**config.mk**
```make
export PLATFORM = sky130hd
export DESIGN_NAME = uart_tx_fifo
export DESIGN_NICKNAME = d
export VERILOG_FILES = /design/src/rtl/uart_tx_fifo.sv
export SDC_FILE = /design/constraint.sdc
export NUM_CORES = 1
export LEC_CHECK = 0
export CELL_PAD_IN_SITES_DETAIL_PLACEMENT = 0
export CELL_PAD_IN_SITES_GLOBAL_PLACEMENT = 1
export CORE_UTILIZATION = 51
export CTS_CLUSTER_SIZE = 24
export DETAILED_ROUTE_END_ITERATION = 16
export PLACE_DENSITY_LB_ADDON = 0.3
export SLEW_MARGIN = 20
export SYNTH_ARGS = -nofsm -noshare
export SYNTH_HDL_FRONTEND = slang
export SYNTH_SLANG_ARGS = --single-unit
```
**constraint.sdc**
```tcl
create_clock -name clk -period 3.9 [get_ports clk]
set_input_delay 0.585 -clock clk [delete_from_list [all_inputs] [get_ports clk]]
set_output_delay 0.585 -clock clk [all_outputs]
set_load 0.01 [all_outputs]
```
**src/rtl/uart_tx_fifo.sv**
```systemverilog
// Buffered 8N1 UART transmitter: byte pushes land in a FIFO that a serializer drains.
// Define UART_PARITY_EN to insert an even-parity bit between the data bits and the stop bit.
module uart_tx_fifo #(
    parameter int unsigned CLKS_PER_BIT = 87,
    parameter int unsigned FIFO_DEPTH   = 16,
    localparam int unsigned CNT_W       = $clog2(FIFO_DEPTH + 1)
) (
    input  logic             clk,
    input  logic             rst_n,
    input  logic             wr_en,
    input  logic [7:0]       wr_data,
    output logic             full,
    output logic             empty,
    output logic [CNT_W-1:0] count,
    output logic             busy,
    output logic             uart_tx
);

    localparam int unsigned AW     = $clog2(FIFO_DEPTH);
    localparam int unsigned PTR_W  = AW + 1;
    localparam int unsigned BAUD_W = $clog2(CLKS_PER_BIT);
    localparam logic [BAUD_W-1:0] BAUD_LAST = BAUD_W'(CLKS_PER_BIT - 1);

`ifdef UART_PARITY_EN
    typedef enum logic [2:0] {StIdle, StStart, StData, StParity, StStop} state_e;
`else
    typedef enum logic [2:0] {StIdle, StStart, StData, StStop} state_e;
`endif

    logic [7:0]        mem_q [FIFO_DEPTH];
    logic [PTR_W-1:0]  wr_ptr_q, wr_ptr_d, rd_ptr_q, rd_ptr_d;
    logic [CNT_W-1:0]  count_q;
    logic              full_q, empty_q;
    logic [7:0]        head;
    logic              push, pop;

    state_e            state_q, state_d;
    logic [BAUD_W-1:0] baud_q, baud_d;
    logic [2:0]        bit_idx_q, bit_idx_d;
    logic [7:0]        shift_q, shift_d;
    logic              tx_q, tx_d;
    logic              baud_done;
`ifdef UART_PARITY_EN
    logic              parity_q, parity_d;
`endif

    // A full FIFO drops the push even if the serializer pops on the same edge.
    assign push      = wr_en && !full_q;
    assign pop       = (state_q == StIdle) && !empty_q;
    assign wr_ptr_d  = wr_ptr_q + PTR_W'(push);
    assign rd_ptr_d  = rd_ptr_q + PTR_W'(pop);
    assign head      = mem_q[rd_ptr_q[AW-1:0]];
    assign baud_done = (baud_q == BAUD_LAST);

    always_ff @(posedge clk) begin
        if (!rst_n) begin
            wr_ptr_q <= '0;
            rd_ptr_q <= '0;
            count_q  <= '0;
            full_q   <= 1'b0;
            empty_q  <= 1'b1;
        end else begin
            wr_ptr_q <= wr_ptr_d;
            rd_ptr_q <= rd_ptr_d;
            count_q  <= CNT_W'(wr_ptr_d - rd_ptr_d);
            full_q   <= (wr_ptr_d[AW] != rd_ptr_d[AW]) && (wr_ptr_d[AW-1:0] == rd_ptr_d[AW-1:0]);
            empty_q  <= (wr_ptr_d == rd_ptr_d);
        end
    end

    always_ff @(posedge clk) begin
        if (push) begin
            mem_q[wr_ptr_q[AW-1:0]] <= wr_data;
        end
    end

    always_comb begin
        state_d   = state_q;
        baud_d    = baud_q;
        bit_idx_d = bit_idx_q;
        shift_d   = shift_q;
`ifdef UART_PARITY_EN
        parity_d  = parity_q;
`endif
        unique case (state_q)
            StIdle: begin
                if (!empty_q) begin
                    shift_d   = head;
                    baud_d    = '0;
                    bit_idx_d = '0;
                    state_d   = StStart;
`ifdef UART_PARITY_EN
                    parity_d  = ^head;
`endif
                end
            end
            StStart: begin
                if (baud_done) begin
                    baud_d  = '0;
                    state_d = StData;
                end else begin
                    baud_d = baud_q + BAUD_W'(1);
                end
            end
            StData: begin
                if (baud_done) begin
                    baud_d    = '0;
                    shift_d   = {1'b0, shift_q[7:1]};
                    bit_idx_d = bit_idx_q + 3'd1;
                    if (bit_idx_q == 3'd7) begin
`ifdef UART_PARITY_EN
                        state_d = StParity;
`else
                        state_d = StStop;
`endif
                    end
                end else begin
                    baud_d = baud_q + BAUD_W'(1);
                end
            end
`ifdef UART_PARITY_EN
            StParity: begin
                if (baud_done) begin
                    baud_d  = '0;
                    state_d = StStop;
                end else begin
                    baud_d = baud_q + BAUD_W'(1);
                end
            end
`endif
            StStop: begin
                if (baud_done) begin
                    baud_d  = '0;
                    state_d = StIdle;
                end else begin
                    baud_d = baud_q + BAUD_W'(1);
                end
            end
            default: state_d = StIdle;
        endcase
    end

    // The line flop follows the current state, so each level appears one edge after its state.
    always_comb begin
        tx_d = 1'b1;
        unique case (state_q)
            StStart:  tx_d = 1'b0;
            StData:   tx_d = shift_q[0];
`ifdef UART_PARITY_EN
            StParity: tx_d = parity_q;
`endif
            default:  tx_d = 1'b1;
        endcase
    end

    always_ff @(posedge clk) begin
        if (!rst_n) begin
            state_q   <= StIdle;
            baud_q    <= '0;
            bit_idx_q <= '0;
            shift_q   <= '0;
            tx_q      <= 1'b1;
`ifdef UART_PARITY_EN
            parity_q  <= 1'b0;
`endif
        end else begin
            state_q   <= state_d;
            baud_q    <= baud_d;
            bit_idx_q <= bit_idx_d;
            shift_q   <= shift_d;
            tx_q      <= tx_d;
`ifdef UART_PARITY_EN
            parity_q  <= parity_d;
`endif
        end
    end

    assign full    = full_q;
    assign empty   = empty_q;
    assign count   = count_q;
    assign busy    = (state_q != StIdle) || !empty_q;
    assign uart_tx = tx_q;

endmodule

```
* Word level (Yosys, flattened, before mapping)
Memory sizes are Yosys's and may differ from the RTL's. A register that Yosys moved wholly into a read port is not among the register bits.
Cells that the tools add are included.
W data, S select, Z words.
** Operators by class
- Add/subtract/negate cells :: 5
- Equal/unequal tests :: 13
- Mux-type cells :: 19
- Reduce and logical (&&, ||, !) cells :: 14
** Operators by type and width (count)
- $mux W3 :: 7
- $mux W8 :: 2
- $pmux W8 S2 :: 1
- $mux W7 :: 2
- $pmux W7 S2 :: 1
- $pmux W3 S4 :: 1
- $add A5 B1 Y5 :: 2
- $ne A2 B2 Y1 const B :: 5
- $add A7 B1 Y7 const B :: 1
- $eq A7 B7 Y1 const B :: 1
- $eq A3 B2 Y1 const B :: 2
- $pmux W3 S2 :: 1
- $eq A5 B5 Y1 :: 1
- $reduce_and A5 Y1 :: 1
- $sub A5 B5 Y5 :: 1
- $eq A4 B4 Y1 :: 1
- $mux W4 :: 1
- $reduce_bool A2 Y1 :: 2
- $add A3 B1 Y3 const B :: 1
- $eq A3 B1 Y1 const B :: 1
- $eq A3 B3 Y1 const B :: 1
- $logic_and A1 B1 Y1 :: 3
- $logic_not A3 Y1 :: 1
- $reduce_and A3 Y1 :: 1
- other kinds (8) :: 10
** Storage, ports and cells
- Register bits :: 39
- Memory bits (writable) :: 128
- Input port bits :: 11
- Output and inout bits :: 9
- Memories kept :: 1
** Memory list
- mem_q :: depth 16, width 8, read ports 1, clocked after Yosys merged registers in 1, wr ports 1, RTL line 30 : logic [7:0] mem_q [FIFO_DEPTH];

* Depth between registers and ports, before layout
- Word-level depth :: 5
- Mapped depth :: 13
- Gate-level depth less buffers :: 12

* Worst setup path before layout
Ideal clock, no wire load.
- Path kind :: reg-to-reg
- Start :: register state_q[0]
- End :: register count_q[4] (netlist: count[4])
- Arrival :: 2.653 ns
- Required time :: 3.782 ns
- Slack :: 1.129 ns
- Cell stages (with the launch flop) :: 14
- Buffers on the path :: 1
- Cell sequence :: dfxtp_1 inv_1 ha_1 nand2b_1 buf_12 inv_1 ha_1 ha_1 xnor2_1 ha_1 a21oi_1 maj3_1 maj3_1 mux2i_1
** Between the ends
- Cells in the longest elaborated chain, start to end :: 4
** RTL lines
- start, declared :: RTL line 37 : state_e state_q, state_d;
- start signal, assigned :: RTL line 158 : state_q <= StIdle;
- start signal, assigned :: RTL line 167 : state_q <= state_d;
- $logic_not A3 Y1 :: RTL line 49 : assign pop = (state_q == StIdle) && !empty_q;
- $logic_and A1 B1 Y1 :: RTL line 49
- $add A5 B1 Y5 :: RTL line 51 : assign rd_ptr_d = rd_ptr_q + PTR_W'(pop);
- net rd_ptr_d[1] :: RTL line 31 : logic [PTR_W-1:0] wr_ptr_q, wr_ptr_d, rd_ptr_q, rd_ptr_d;
- $sub A5 B5 Y5 :: RTL line 65 : count_q <= CNT_W'(wr_ptr_d - rd_ptr_d);
- end signal, assigned :: RTL line 65
- end, declared :: RTL line 32 : logic [CNT_W-1:0] count_q;
The timed path passes the listed nets, and every way through them passes these cells.
A chain may end at the register's enable or synchronous reset.

* Worst setup path after layout
Ends and elaborated chain as after synthesis.

==> results.ini <==
[run_status]
status = finished, final reports clean

[worst_setup_path]
cp.arrival_ns = 3.57
worstSetupPathType = flip-flop to flip-flop
reg2reg_to = count[4]$_SDFF_PN0_
path_cells = inv_1 > ha_1 > nand2b_1 > inv_1 > ha_1 > ha_1 > xnor2_1 > ha_1 > a21oi_1 > maj3_1 > maj3_1 > mux2i_1
ff2ff_path_depth = 12
cpMaxStageDelayCell = dfxtp_1
worstPathMaxFanout = 12
slowest_delay_ns = 0.41
cp.required_ns = 4.21
r2r_start = state_q[0]$_SDFFE_PN0P_
critPathBufInv = 2
endpoint_kind = flip-flop
rrSetupSlack_ns = 0.63
cpMostUsedCell = ha_1
crit_start = state_q[0]$_SDFFE_PN0P_
crit_family = adder cells
start_kind = flip-flop

[pwr]
p_per_area_nw_per_um2 = 603
power_frac_comb = 0.203
p_int_mw = 3.41
p_clk_frac = 0.349
p_leak_nw = 2.62
pwr-share-seq = 0.447
p_sw_mw = 1.29
ir_drop_mv = 0.376
switching_share = 0.275

[sta]
max_slew_margin = 0.381
clock_skew_ns = 0.0125
finalCritPeriodShare = 0.837
tightest_slew_ns = 0.926
setup_viol = 0
slew_viol_final = 0
fin_tns_setup_ns = 0
period_minus_slack_ns = 3.27
fmax_mhz = 306
rsz0062_at_grt = no
hold_viol_final = 0

[final_layout]
antennaDiodeCount = 0
final_cells = 620
num-fill-cells = 1009
syn2layout_area_growth_pct = 13.1
drive_gt1_frac = 0.126
layout.area.seq_um2 = 4610
multi_input_area_um2 = 2100
num-nets-final = 458

[die]
num_io_pins = 20
die_h_um = 118
rows = 42
core_area_um2 = 13200
die_w_um = 118
initial_utilization = 0.521
die_area_um2 = 14000

[synthesis]
synthesis.instances = 406
syn_nets = 433
synth_top_flop_cell = edfxtp_1
synth_area_per_cell_um2 = 17.0
async_reset_ff_frac = 0
yosys-top-cells-area = edfxtp_1, dfxtp_1, mux4_1, mux4_2, ha_1
ys_ff_latch = 166
yosysWarnings = 0
synth_top_area_frac = 0.557
yosys.area.top_type = edfxtp_1
synthDistinctLibCells = 45
yosysMostFrequentCell = edfxtp_1
mappedNetlistArea_um2 = 6900
synthTopCellsByCount = edfxtp_1, nor2_1, dfxtp_1
ys_seq_area_frac = 0.667
synth_edf_count = 128

[detailed_routing]
ant_nets = 0
wl_um = 12000
route.vias.total = 3433
drtPass1Iterations = 5
drc_errors = 0
wl_per_cell_um = 19.4
initialDrtViolationCount = 276
vias_per_cell = 5.54

[clocking]
ctsResizeCount = 0
cts_tree = yes
cts_setup_buffers = 0
worstSkewPairLatency_ns = 0.42
cts_root_buf = clkbuf_16
clockBufferDepth = 2
cts.htree.levels = 4
cts_inserted_buffers = 17
numClockSinks = 166
cts_hold_buf = 0
path_clk_slew_ns = 0.07

[global_route]
antenna_found_initial = 0
grt_pass1_wl_um = 19100
track_usage = 0.187
grt_start_max_net_pins = 34
grt_pass1_vias = 3483
grt.overflow.total = 0

[place]
dp_hpwl_um = 7860
gp_congestion = 0.755
dp.cells = 588
io_buffers = 19

[flow_run]
cap_viol_max_count = 0

[min_path]
hold_start = shift_q[7]$_SDFFE_PN0P_
min_path_type = flip-flop to flip-flop
min_to = shift_q[7]$_SDFFE_PN0P_
min_path_cells = 2

==> how the worst max path moves through the flow <==
stage | endpoint | slack, ns | cells past startpoint
floorplan | count[4]$_SDFF_PN0_ | 1.13 | 13
global placement | count[4]$_SDFF_PN0_ | 0.67 | 10
detailed placement | count[4]$_SDFF_PN0_ | 0.62 | 10
CTS | count[4]$_SDFF_PN0_ | 0.62 | 12
global route | count[4]$_SDFF_PN0_ | 0.41 | 12
finish | count[4]$_SDFF_PN0_ | 0.63 | 12
==> area by class of cell <==
| class | count | area share |
|---|---|---|
| clock inverter | 14 | 0.0210 |
| inverter | 12 | 0.00577 |
| multi-input combinational | 208 | 0.269 |
| sequential | 166 | 0.590 |
| tap | 176 | 0.0282 |
| clock buffer | 18 | 0.0550 |
| timing repair buffer | 26 | 0.0311 |
==> worst reg2reg max path, cell delays in order, from the launching register on <==
cell      delay, ns
dfxtp_1        0.41
inv_1          0.09
ha_1           0.34
nand2b_1       0.36
inv_1          0.09
ha_1           0.21
ha_1           0.33
xnor2_1        0.24
ha_1           0.18
a21oi_1        0.06
maj3_1         0.36
maj3_1         0.37
mux2i_1        0.13
==> power groups by stage <==
stage | sequential [mW] | combinational, mW | clock [mW]
global route | 2.12 | 1.06 | 1.74
finish | 2.11 | 0.956 | 1.64
global placement | 2.14 | 0.950 | 0
floorplan | 2.11 | 0.783 | 0
detailed placement | 2.15 | 0.958 | 0
CTS | 2.11 | 0.967 | 1.68
==> per-layer routing <==
| metal | global-route usage | part of all wire | up-vias |
|---|---|---|---|
| li1 | - | - | 1654 |
| met2 | 0.304 | 0.50 | 57 |
| met5 | 0 | 0 | - |
| met4 | 0.0553 | 0.0042 | 0 |
| met3 | 0.0478 | 0.038 | 2 |
| met1 | 0.249 | 0.45 | 1720 |
==> flip-flops by register name, summed over array words and instances, names as in the netlist, 2 cells and up <==
register / flops
baud_q: 7
bit_idx_q: 3
shift_q: 8
count: 5
rd_ptr_q: 5
wr_ptr_q: 5
state_q: 2
mem_q: 128
==> cell families (layout without fill, tap and decap cells) <==
group           count (synthesis)  count (layout)  share of synthesized area
flops                         166             166                      0.667
simple gates                   93              93                     0.0642
mux                            49              49                      0.156
compound gates                 34              34                     0.0343
buf+inv                        32              70                     0.0288
fa+ha+maj                      20              20                     0.0348
xor+xnor                       12              12                     0.0152
==> metrics by stage <==
stage	hold WS (ns)	cell area (um2)	power, mW	worst slack [ns]	utilization
finish	0.461	7810	4.71	0.634	0.589
floorplan	0.424	6900	2.89	1.13	-
global placement	0.444	7210	3.09	0.667	0.545
global route	0.483	7810	4.92	0.409	0.589
CTS	0.463	7810	4.76	0.620	0.589
detailed placement	0.453	7210	3.10	0.617	0.545
==> placed cells by master (no fill, tap or decap), types with 3 or more instances in the layout <==
cell type	instances
maj3_1	4
nand2b_1	4
inv_6	4
xnor2_1	3
nand3_1	7
o21ai_0	3
nor2b_1	3
a211oi_1	7
inv_8	3
buf_4	7
nor2_1	43
a21oi_1	3
clkbuf_16	17
a31oi_1	3
mux4_2	14
clkdlybuf4s50_1	19
dfxtp_1	37
and2_1	7
edfxtp_1	128
o21ai_1	5
nor3_1	5
inv_1	12
xor2_1	9
mux4_1	25
o221ai_1	7
nand2_1	12
ha_1	16
mux2i_1	8
Note: power is estimated with default switching activity, not from simulation.
